## src/rtl/fetch_unit_pkg.sv

```systemverilog
// Shared definitions for the instruction fetch stage.
//   fetch_state_t : fetch FSM state encoding (BOOT, RUN, FAULT)
//   INSTR_W       : instruction / address datapath width
//   PC_INC        : sequential PC step in bytes
package fetch_unit_pkg;

  typedef enum logic [1:0] {
    BOOT  = 2'd0,
    RUN   = 2'd1,
    FAULT = 2'd2
  } fetch_state_t;

  localparam int unsigned INSTR_W = 32;
  localparam logic [INSTR_W-1:0] PC_INC = 32'd4;

endpackage

```

## src/rtl/fetch_if_id_reg.sv

```systemverilog
// IF/ID holding register with valid flag.
//   clk, rst_n          : clock, asynchronous active-low reset
//   load                : capture in_data/in_pc and set valid (wins over flush)
//   flush               : clear valid without touching data/pc
//   in_data, in_pc      : fetched word and its byte address
//   out_valid, out_data, out_pc : held instruction presented to decode
module fetch_if_id_reg
  import fetch_unit_pkg::*;
(
  input  logic               clk,
  input  logic               rst_n,
  input  logic               load,
  input  logic               flush,
  input  logic [INSTR_W-1:0] in_data,
  input  logic [INSTR_W-1:0] in_pc,
  output logic               out_valid,
  output logic [INSTR_W-1:0] out_data,
  output logic [INSTR_W-1:0] out_pc
);

  always_ff @(posedge clk or negedge rst_n) begin
    if (!rst_n) begin
      out_valid <= 1'b0;
      out_data  <= '0;
      out_pc    <= '0;
    end else if (load) begin
      out_valid <= 1'b1;
      out_data  <= in_data;
      out_pc    <= in_pc;
    end else if (flush) begin
      out_valid <= 1'b0;
    end
  end

endmodule

```

## src/rtl/fetch_unit.sv

```systemverilog
// Instruction fetch stage: PC register, fetch FSM and IF/ID register.
//   RESET_PC, IMEM_BYTES : first fetch address, instruction memory size
//   clk, rst_n           : clock, asynchronous active-low reset
//   pc_out / imem_data   : instruction memory address / combinational read data
//   stall                : hold fetch (no new capture)
//   redirect_valid/_pc   : taken branch/jump target, flushes the held word
//   out_valid/out_ready  : valid/ready handshake toward decode
//   instr_out, instr_pc  : held instruction and its byte address
//   fault                : sticky misaligned/out-of-range fetch fault
//   retire_count         : number of instructions accepted by decode
module fetch_unit
  import fetch_unit_pkg::*;
#(
  parameter logic [31:0]  RESET_PC   = 32'h0000_0000,
  parameter int unsigned  IMEM_BYTES = 1024
) (
  input  logic               clk,
  input  logic               rst_n,
  output logic [INSTR_W-1:0] pc_out,
  input  logic [INSTR_W-1:0] imem_data,
  input  logic               stall,
  input  logic               redirect_valid,
  input  logic [INSTR_W-1:0] redirect_pc,
  output logic               out_valid,
  input  logic               out_ready,
  output logic [INSTR_W-1:0] instr_out,
  output logic [INSTR_W-1:0] instr_pc,
  output logic               fault,
  output logic [31:0]        retire_count
);

  fetch_state_t       state_q, state_d;
  logic [INSTR_W-1:0] pc_q, pc_d;
  logic               load, flush;
  logic               pc_legal, slot_free, handshake;

  assign pc_out    = pc_q;
  assign pc_legal  = (pc_q[1:0] == 2'b00) && (pc_q < INSTR_W'(IMEM_BYTES));
  assign handshake = out_valid && out_ready;
  assign slot_free = !out_valid || out_ready;
  assign fault     = (state_q == FAULT);

  // State register
  always_ff @(posedge clk or negedge rst_n) begin
    if (!rst_n) state_q <= BOOT;
    else        state_q <= state_d;
  end

  // Next-state logic; a redirect rescues an illegal PC before it can fault
  always_comb begin
    state_d = state_q;
    unique case (state_q)
      BOOT:    state_d = RUN;
      RUN:     if (!redirect_valid && !pc_legal) state_d = FAULT;
      FAULT:   state_d = FAULT;
      default: state_d = BOOT;
    endcase
  end

  // Output logic: IF/ID control and next PC
  always_comb begin
    load  = 1'b0;
    flush = 1'b0;
    pc_d  = pc_q;
    if (state_q == RUN) begin
      if (redirect_valid) begin
        flush = 1'b1;
        pc_d  = redirect_pc;
      end else if (!pc_legal) begin
        // entering FAULT drops the held word even if decode never took it
        flush = 1'b1;
      end else if (slot_free) begin
        if (!stall) begin
          load = 1'b1;
          pc_d = pc_q + PC_INC;
        end else begin
          // held word (if any) was accepted this cycle; nothing replaces it
          flush = 1'b1;
        end
      end
    end
  end

  always_ff @(posedge clk or negedge rst_n) begin
    if (!rst_n) pc_q <= RESET_PC;
    else        pc_q <= pc_d;
  end

  // Counts every handshake, including one coinciding with a redirect
  always_ff @(posedge clk or negedge rst_n) begin
    if (!rst_n)         retire_count <= '0;
    else if (handshake) retire_count <= retire_count + 32'd1;
  end

  fetch_if_id_reg u_if_id (
    .clk       (clk),
    .rst_n     (rst_n),
    .load      (load),
    .flush     (flush),
    .in_data   (imem_data),
    .in_pc     (pc_q),
    .out_valid (out_valid),
    .out_data  (instr_out),
    .out_pc    (instr_pc)
  );

endmodule

```

## config.mk

```make
export PLATFORM = sky130hd
export DESIGN_NAME = fetch_unit
export DESIGN_NICKNAME = d
export VERILOG_FILES = /design/src/rtl/fetch_unit_pkg.sv /design/src/rtl/fetch_if_id_reg.sv /design/src/rtl/fetch_unit.sv
export SDC_FILE = /design/constraint.sdc
export NUM_CORES = 1
export LEC_CHECK = 0
export CORE_MARGIN = 2
export CORE_UTILIZATION = 32
export CTS_CLUSTER_SIZE = 20
export DETAILED_ROUTE_END_ITERATION = 10
export PLACE_DENSITY_LB_ADDON = 0.05
export SLEW_MARGIN = 20
export SYNTH_ARGS = -nofsm -noshare
export SYNTH_HDL_FRONTEND = slang
export SYNTH_SLANG_ARGS = --single-unit
export TNS_END_PERCENT = 10
```

## constraint.sdc

```tcl
create_clock -name clk -period 3.3 [get_ports clk]
set_input_delay 0.495 -clock clk [delete_from_list [all_inputs] [get_ports clk]]
set_output_delay 0.495 -clock clk [all_outputs]
set_load 0.1 [all_outputs]
```

==> summary.md, run 1 <==
| Metric | Value |
|---|---|
| Status | `completed` |
| Final Hold Fails | `0` |
| Clock buffer depth | `2` |
| # DRC | `0` |
| Register bit total from synthesis | `131` |
| Max FO, Critical Path | `34` |
| DR vias | `approximately 4,700` |
| Startpoint types | `register` |
| Vias in the first global route | `4,536` |
| Arrival @ worst endpoint | `between 2000 and 3000 ps` |
| GR Util met1 | `approximately 22%` |
| FF+latch area | `about 3300 sq um` |
| Wire per inst | `16.7 um` |
| Multi-input gate area | `2280 sq um` |
| Share of flip-flops with an asynchronous set or reset | `100%` |
| Die Y | `between 100 and 150 um` |
| CTS tree | `done` |
| First-pass GRT wire length | `24,600 um` |
| Hold crit path type | `in2async` |
| Initial core utilization | `32.7%` |
| Synth area leader | `dfrtp_1` |
| Post-CTS Setup Inserts | `0` |
| Die Wd | `between 100 and 150 um` |
| Peak Freq | `391 MHz` |
| Placed Instances | `907` |
| Fin. max-slew vios | `0` |
| Primary FF master, synth | `dfrtp_1` |
| DR iter-0 viols | `297` |
| Worst path required time | `3590 ps` |
| CP Capture Type | `register` |
| Sequential area share after synthesis | `57.7%` |
| GP Congestion | `between 0.7 and 0.8` |
| Total power | `6.67 mW` |
| RSZ-0062 raised after global routing | `false` |
| Synth-to-layout area growth | `49.3%` |
| Fillers | `1,587` |
| Final setup TNS | `0 ps` |
| LEAKAGE | `around 3.8 nW` |
| Post-synth EDFFs | `0` |
| Total global routing overflow | `0` |
| Max-cap violations | `0` |
| Synth top area cells | `dfrtp_1 (58%), mux2_1 (7.1%), xnor2_1 (3.9%), nor2b_1 (3.0%), nand2_1 (2.8%)` |
| Detailed Route WL | `~16,000 um` |
| Layer with the highest usage | `met2` |
| Cell Area, Synth | `5680 sq um` |
| Final setup vio count | `0` |
| Final HPWL DP | `11,300 um` |
| Final clock skew | `8.83 ps` |
| Post-synthesis area per instance | `11.5 sq um` |
| Final nets | `775` |
| Initial antenna violation count | `0` |
| Synthesis Warnings | `0` |
| Fin crit share | `roughly 77%` |
| Total CTS buffers | `17` |
| Final Non-Filler Cells | `939` |
| Placed Area | `7840 sq um` |
| Distinct cell type count after synthesis | `46` |
| Vias per inst | `between 4 and 5` |
| Clk slew on worst S/H paths | `approximately 60 ps` |
| Htree depth | `4` |
| CTS Root Cell | `clkbuf_16` |
| Most common cell in the synthesized netlist | `dfrtp_1` |
| Setup CP Type | `reg2reg` |
| Resize count post-CTS | `0` |
| Clock latency on the worst-skew pair | `420 ps` |
| Cell area after layout | `8490 sq um` |
| Largest net degree at the start of global routing | `78` |
| Fin crit period | `2560 ps` |
| # rows | `48` |
| IO Pins | `199` |
| Routing usage on met3 | `6.22%` |
| Power per cell area | `786 nW/um^2` |
| Met2 GRT Util | `25.6%` |
| Global Route Usage Sum | `17.1%` |
| Commonest cells post-synth | `dfrtp_1 (131), nand2_1 (43), mux2_1 (36)` |
| Pre-Repair DR Iteration Count | `5` |
| Tightest Pin Transition | `1020 ps` |
| PortBufs | `between 150 and 200` |
| Peak VDD IR | `~0.75 mV` |
| Layout cells sized above 1 | `14.1%` |
| Share of the synthesized area in the top cell type | `57.7%` |
| Clock sinks | `between 100 and 150` |
| Cell count after synthesis | `495` |
| Post-route ant nets | `0` |
| Slew margin rel. | `approximately a third` |
| # hold bufs at CTS | `0` |
| Area of the core | `17,400 sq um` |
| Die ar. | `~19,000 sq um` |
| ANT cells | `0` |
| Synth Net Count | `569` |
layout make-up:
class | count | share of cell area (%)
Tap cell | 225 | 3.32
Sequential cell | 131 | 38.6
Multi-Input combinational cell | 334 | 26.8
Timing Repair Buffer | 209 | 23.3
Clock inverter | 11 | 2.05
Clock buffer | 21 | 5.54
Inverter | 8 | 0.354
report_power, final:
| part | leakage, nW | internal, mW | switching [mW] |
|---|---|---|---|
| logic | 1.75 | 0.614 | 1.91 |
| registers | 1.71 | 1.80 | 0.291 |
| clock network | 0.318 | 1.33 | 0.719 |
| total | 3.78 | 3.75 | 2.92 |
worst paths after layout:
check                                 start                   end  slack [ps]  cells past startpoint
max                              state_q[1]   u_if_id.out_data[9]         740                      7
min                                   rst_n  u_if_id.out_data[14]         120                      1
max reg2reg                      state_q[1]   u_if_id.out_data[9]         740                      7
min reg2reg                retire_count[31]      retire_count[31]         470                      1
max in group asynchronous             rst_n  u_if_id.out_data[25]        2420                      2
min in group clk           retire_count[31]      retire_count[31]         470                      1
layout by cell type (no fill, tap or decap), drive strengths merged, types with 18 or more instances in the layout:
cell and instances:
xnor2 25, nand3 27, dfrtp 131, nand4 19, nor2 27, a21oi 18, mux2 45, nand2 43
clkdlybuf4s50 156, nor2b 27, clkbuf 21, buf 53
per-stage QoR:
stage | setup WS, ps | util, % | hold WS [ps]
floorplan | 790 | - | 199
global route | 555 | 48.9 | 163
finish | 745 | 48.9 | 119
global placement | 691 | 45.2 | 465
detailed placement | 641 | 45.2 | 465
CTS | 725 | 48.9 | 148
layer usage:
layer | part of all wire (%) | wire, um
met3 | 8.0 | 1250
met2 | 46 | 7260
met5 | 0 | 0
met1 | 44 | 6900
met4 | 1.8 | 285
flip-flops by register name (all words and copies together), names as in the netlist:
signal	flops
u_if_id.out_data	32
pc_out	32
u_if_id.out_valid	1
retire_count	32
u_if_id.out_pc	32
state_q	2
cells by family after synthesis:
kind of cell | Yosys count | share of synthesized area (%)
simple gates | 191 | 18.0
buf+inv | 30 | 2.25
compound gates | 62 | 7.24
flops | 131 | 57.7
fa+ha+maj | 5 | 1.10
mux | 45 | 8.92
xor+xnor | 31 | 4.78
worst max-delay path, cell delays in order (launching register included):
cell and delay (ps):
dfrtp_1 410, inv_1 90, ha_1 330, nor2b_1 270
nand4_2 280, nor3_4 220, buf_4 430, mux2_2 380
Power figures use the tool's default switching activity.
==> run 2, diff against run 1 <==
- clock period: 3.3 -> 2.6 ns (I/O delays scaled with it)
==> run 2 against run 1 <==
Sequential cell count unchanged. Total power rose by 24%. Register-to-register slack worse by 310 ps. Clock power increased by 15%. Via count up 0.75%. Final area shrank 2.6%. Critical path type unchanged. Largest power group unchanged. Highest routed layer unchanged.
==> summary.md, run 2 (synthesized netlist as in run 1, its figures left out) <==
| Metric | Value |
|---|---|
| Hold crit path type | `reg2reg (was in2async)` |
| Total CTS buffers | `17 (unchanged)` |
| Post-Route Utilization | `47.6% (was 48.9%)` |
| Total power | `8.24 mW (was 6.67 mW)` |
| Largest net degree at the start of global routing | `65 (was 78)` |
| Startpoint types | `register (unchanged)` |
| PortBufs | `198 (unchanged)` |
| Final Hold Fails | `0 (unchanged)` |
| Fin. max-slew vios | `0 (unchanged)` |
| # DRC | `0 (unchanged)` |
| Final nets | `783 (was 775)` |
| GP Congestion | `0.788 (was 0.792)` |
| Final clock skew | `8.28 ps (was 8.83 ps)` |
| Fin crit period | `2170 ps (was 2560 ps)` |
| Synth-to-layout area growth | `45.5% (was 49.3%)` |
| CP Capture Type | `register (unchanged)` |
| Die Y | `137 um (unchanged)` |
| Htree depth | `4 (unchanged)` |
| Reg2reg path depth | `5 (was 7)` |
| Arrival @ worst endpoint | `2460 ps (was 2850 ps)` |
| Setup CP Type | `reg2reg (unchanged)` |
| Sequential power share | `32.4% (was 31.4%)` |
| LEAKAGE | `3.94 nW (was 3.78 nW)` |
| Clock latency on the worst-skew pair | `420 ps (about the same)` |
| Slew margin rel. | `65.2% (was 32.0%)` |
| Post-route ant nets | `0 (unchanged)` |
| Die ar. | `18,800 sq um (unchanged)` |
| Global Route Usage Sum | `17.1% (about the same)` |
| Initial core utilization | `32.7% (unchanged)` |
| P_sw | `3.71 mW (was 2.92 mW)` |
| Initial antenna violation count | `0 (unchanged)` |
| Max FO, Critical Path | `64 (was 34)` |
| R2R Path Start | `pc_out[17] (was state_q[1])` |
| Pre-Repair DR Iteration Count | `5 (unchanged)` |
| Wire per inst | `16.8 um (was 16.7 um)` |
| Power per cell area | `997 nW/um^2 (was 786 nW/um^2)` |
| FF+latch area | `3280 sq um (unchanged)` |
| IO Pins | `199 (unchanged)` |
| Die Wd | `137 um (unchanged)` |
| Multi-input gate area | `2280 sq um (unchanged)` |
| RSZ-0062 raised after global routing | `false (unchanged)` |
| Vias in the first global route | `4,687 (was 4,536)` |
| DR vias | `4,691 (was 4,656)` |
| Pre-CTS WS | `290 ps (was 641 ps)` |
| Worst path required time | `2890 ps (was 3590 ps)` |
| # rows | `48 (unchanged)` |
| Clock buffer depth | `2 (unchanged)` |
| Most common cell after layout, fill and taps aside | `buf_4 (was clkdlybuf4s50_1)` |
| Layout cells sized above 1 | `27.0% (was 14.1%)` |
| DR iter-0 viols | `214 (was 297)` |
| Placed Instances | `914 (was 907)` |
| R2R Setup Slk | `430 ps (was 740 ps)` |
| CTS tree | `done (unchanged)` |
| CTS Root Cell | `clkbuf_16 (unchanged)` |
| Setup slack after layout | `432 ps (was 745 ps)` |
| ANT cells | `0 (unchanged)` |
| Fillers | `1,635 (was 1,587)` |
| Final Non-Filler Cells | `944 (was 939)` |
| Post-CTS Setup Inserts | `0 (unchanged)` |
| Most frequent cells in the layout | `buf_4 (146), dfrtp_1 (131), clkdlybuf4s50_1 (67) (was clkdlybuf4s50_1 (156), dfrtp_1 (131), buf_4 (51))` |
| Worst Hold End | `retire_count[31]` |
| Cells on Worst Hold Path | `1` |
| Fin crit share | `83.4% (was 77.4%)` |
| Hold Startpoint | `retire_count[31]` |
| Clock Power Share | `28.6% (was 30.8%)` |
| First-pass GRT wire length | `24,600 um (unchanged)` |
| Reg-to-Reg End | `u_if_id.out_data[11] (was u_if_id.out_data[9])` |
| Final HPWL DP | `11,400 um (was 11,300 um)` |
| Detailed Route WL | `15,900 um (was 15,700 um)` |
| Comb power frac | `39.0% (was 37.9%)` |
| Peak VDD IR | `0.836 mV (was 0.753 mV)` |
| Final setup vio count | `0 (unchanged)` |
| Status | `completed (unchanged)` |
| Final setup TNS | `0 ps (unchanged)` |
| Sw frac | `45.0% (was 43.8%)` |
| Vias per inst | `4.97 (was 4.96)` |
| Tightest Pin Transition | `522 ps (was 1020 ps)` |
| Hold_ws | `483 ps (was 119 ps)` |
| Clk slew on worst S/H paths | `60 ps (about the same)` |
| Total global routing overflow | `0 (unchanged)` |
| Placed Area | `7680 sq um (was 7840 sq um)` |
| Peak Freq | `461 MHz (was 391 MHz)` |
| Internal power | `4.53 mW (was 3.75 mW)` |
| Clock sinks | `131 (unchanged)` |
| Area of the core | `17,400 sq um (unchanged)` |
| Cell area after layout | `8270 sq um (was 8490 sq um)` |
| Max-cap violations | `0 (unchanged)` |
| Resize count post-CTS | `0 (unchanged)` |
run 2: metal layers:
metal	track usage, %	part of all wire [%]	up-vias	wire (um)
li1	-	-	2211	-
met1	22.8	46	2290	7260
met2	26.0	45	172	7190
met3	5.11	7.4	18	1180
met4	7.04	1.4	0	222
met5	0	0	-	0
run 2: layout make-up:
type	instances	area share, %
clock buffers	21	5.69
clock inverters	8	1.26
inverters	8	0.363
multi-input cells	334	27.5
flip-flops and latches	131	39.6
well taps	225	3.40
repair buffers	217	22.1
run 2: how the worst max path moves through the flow:
stage	startpoint	to	slack, ps
finish	pc_out[17]	u_if_id.out_data[11]	430
global route	pc_out[17]	u_if_id.out_data[29]	240
CTS	pc_out[17]	u_if_id.out_data[11]	400
detailed placement	out_ready	u_if_id.out_data[11]	290
global placement	out_ready	u_if_id.out_data[11]	330
floorplan	retire_count[7]	retire_count[24]	90
run 2: critical path: stages, from the launching register on:
cell and delay [ps]:
dfrtp_1 420, nor4_1 370, nand4_1 270, nor3_4 260, buf_12 330, mux2_2 380
run 2: power groups by stage:
stage	Combinational [mW]	Sequential, mW	Clock [mW]
2_1_floorplan	0.751	4.28	0
3_3_place_gp	3.19	2.69	0
3_5_place_dp	3.22	2.70	0
4_1_cts	3.23	2.67	2.43
5_1_grt	3.36	2.72	2.51
6_report	3.21	2.67	2.36
run 2: repair_timing:
action	in CTS	in global routing
endpoints found under the hold margin	50	0
hold buffers	1	0
endpoints found under the setup margin	0	0
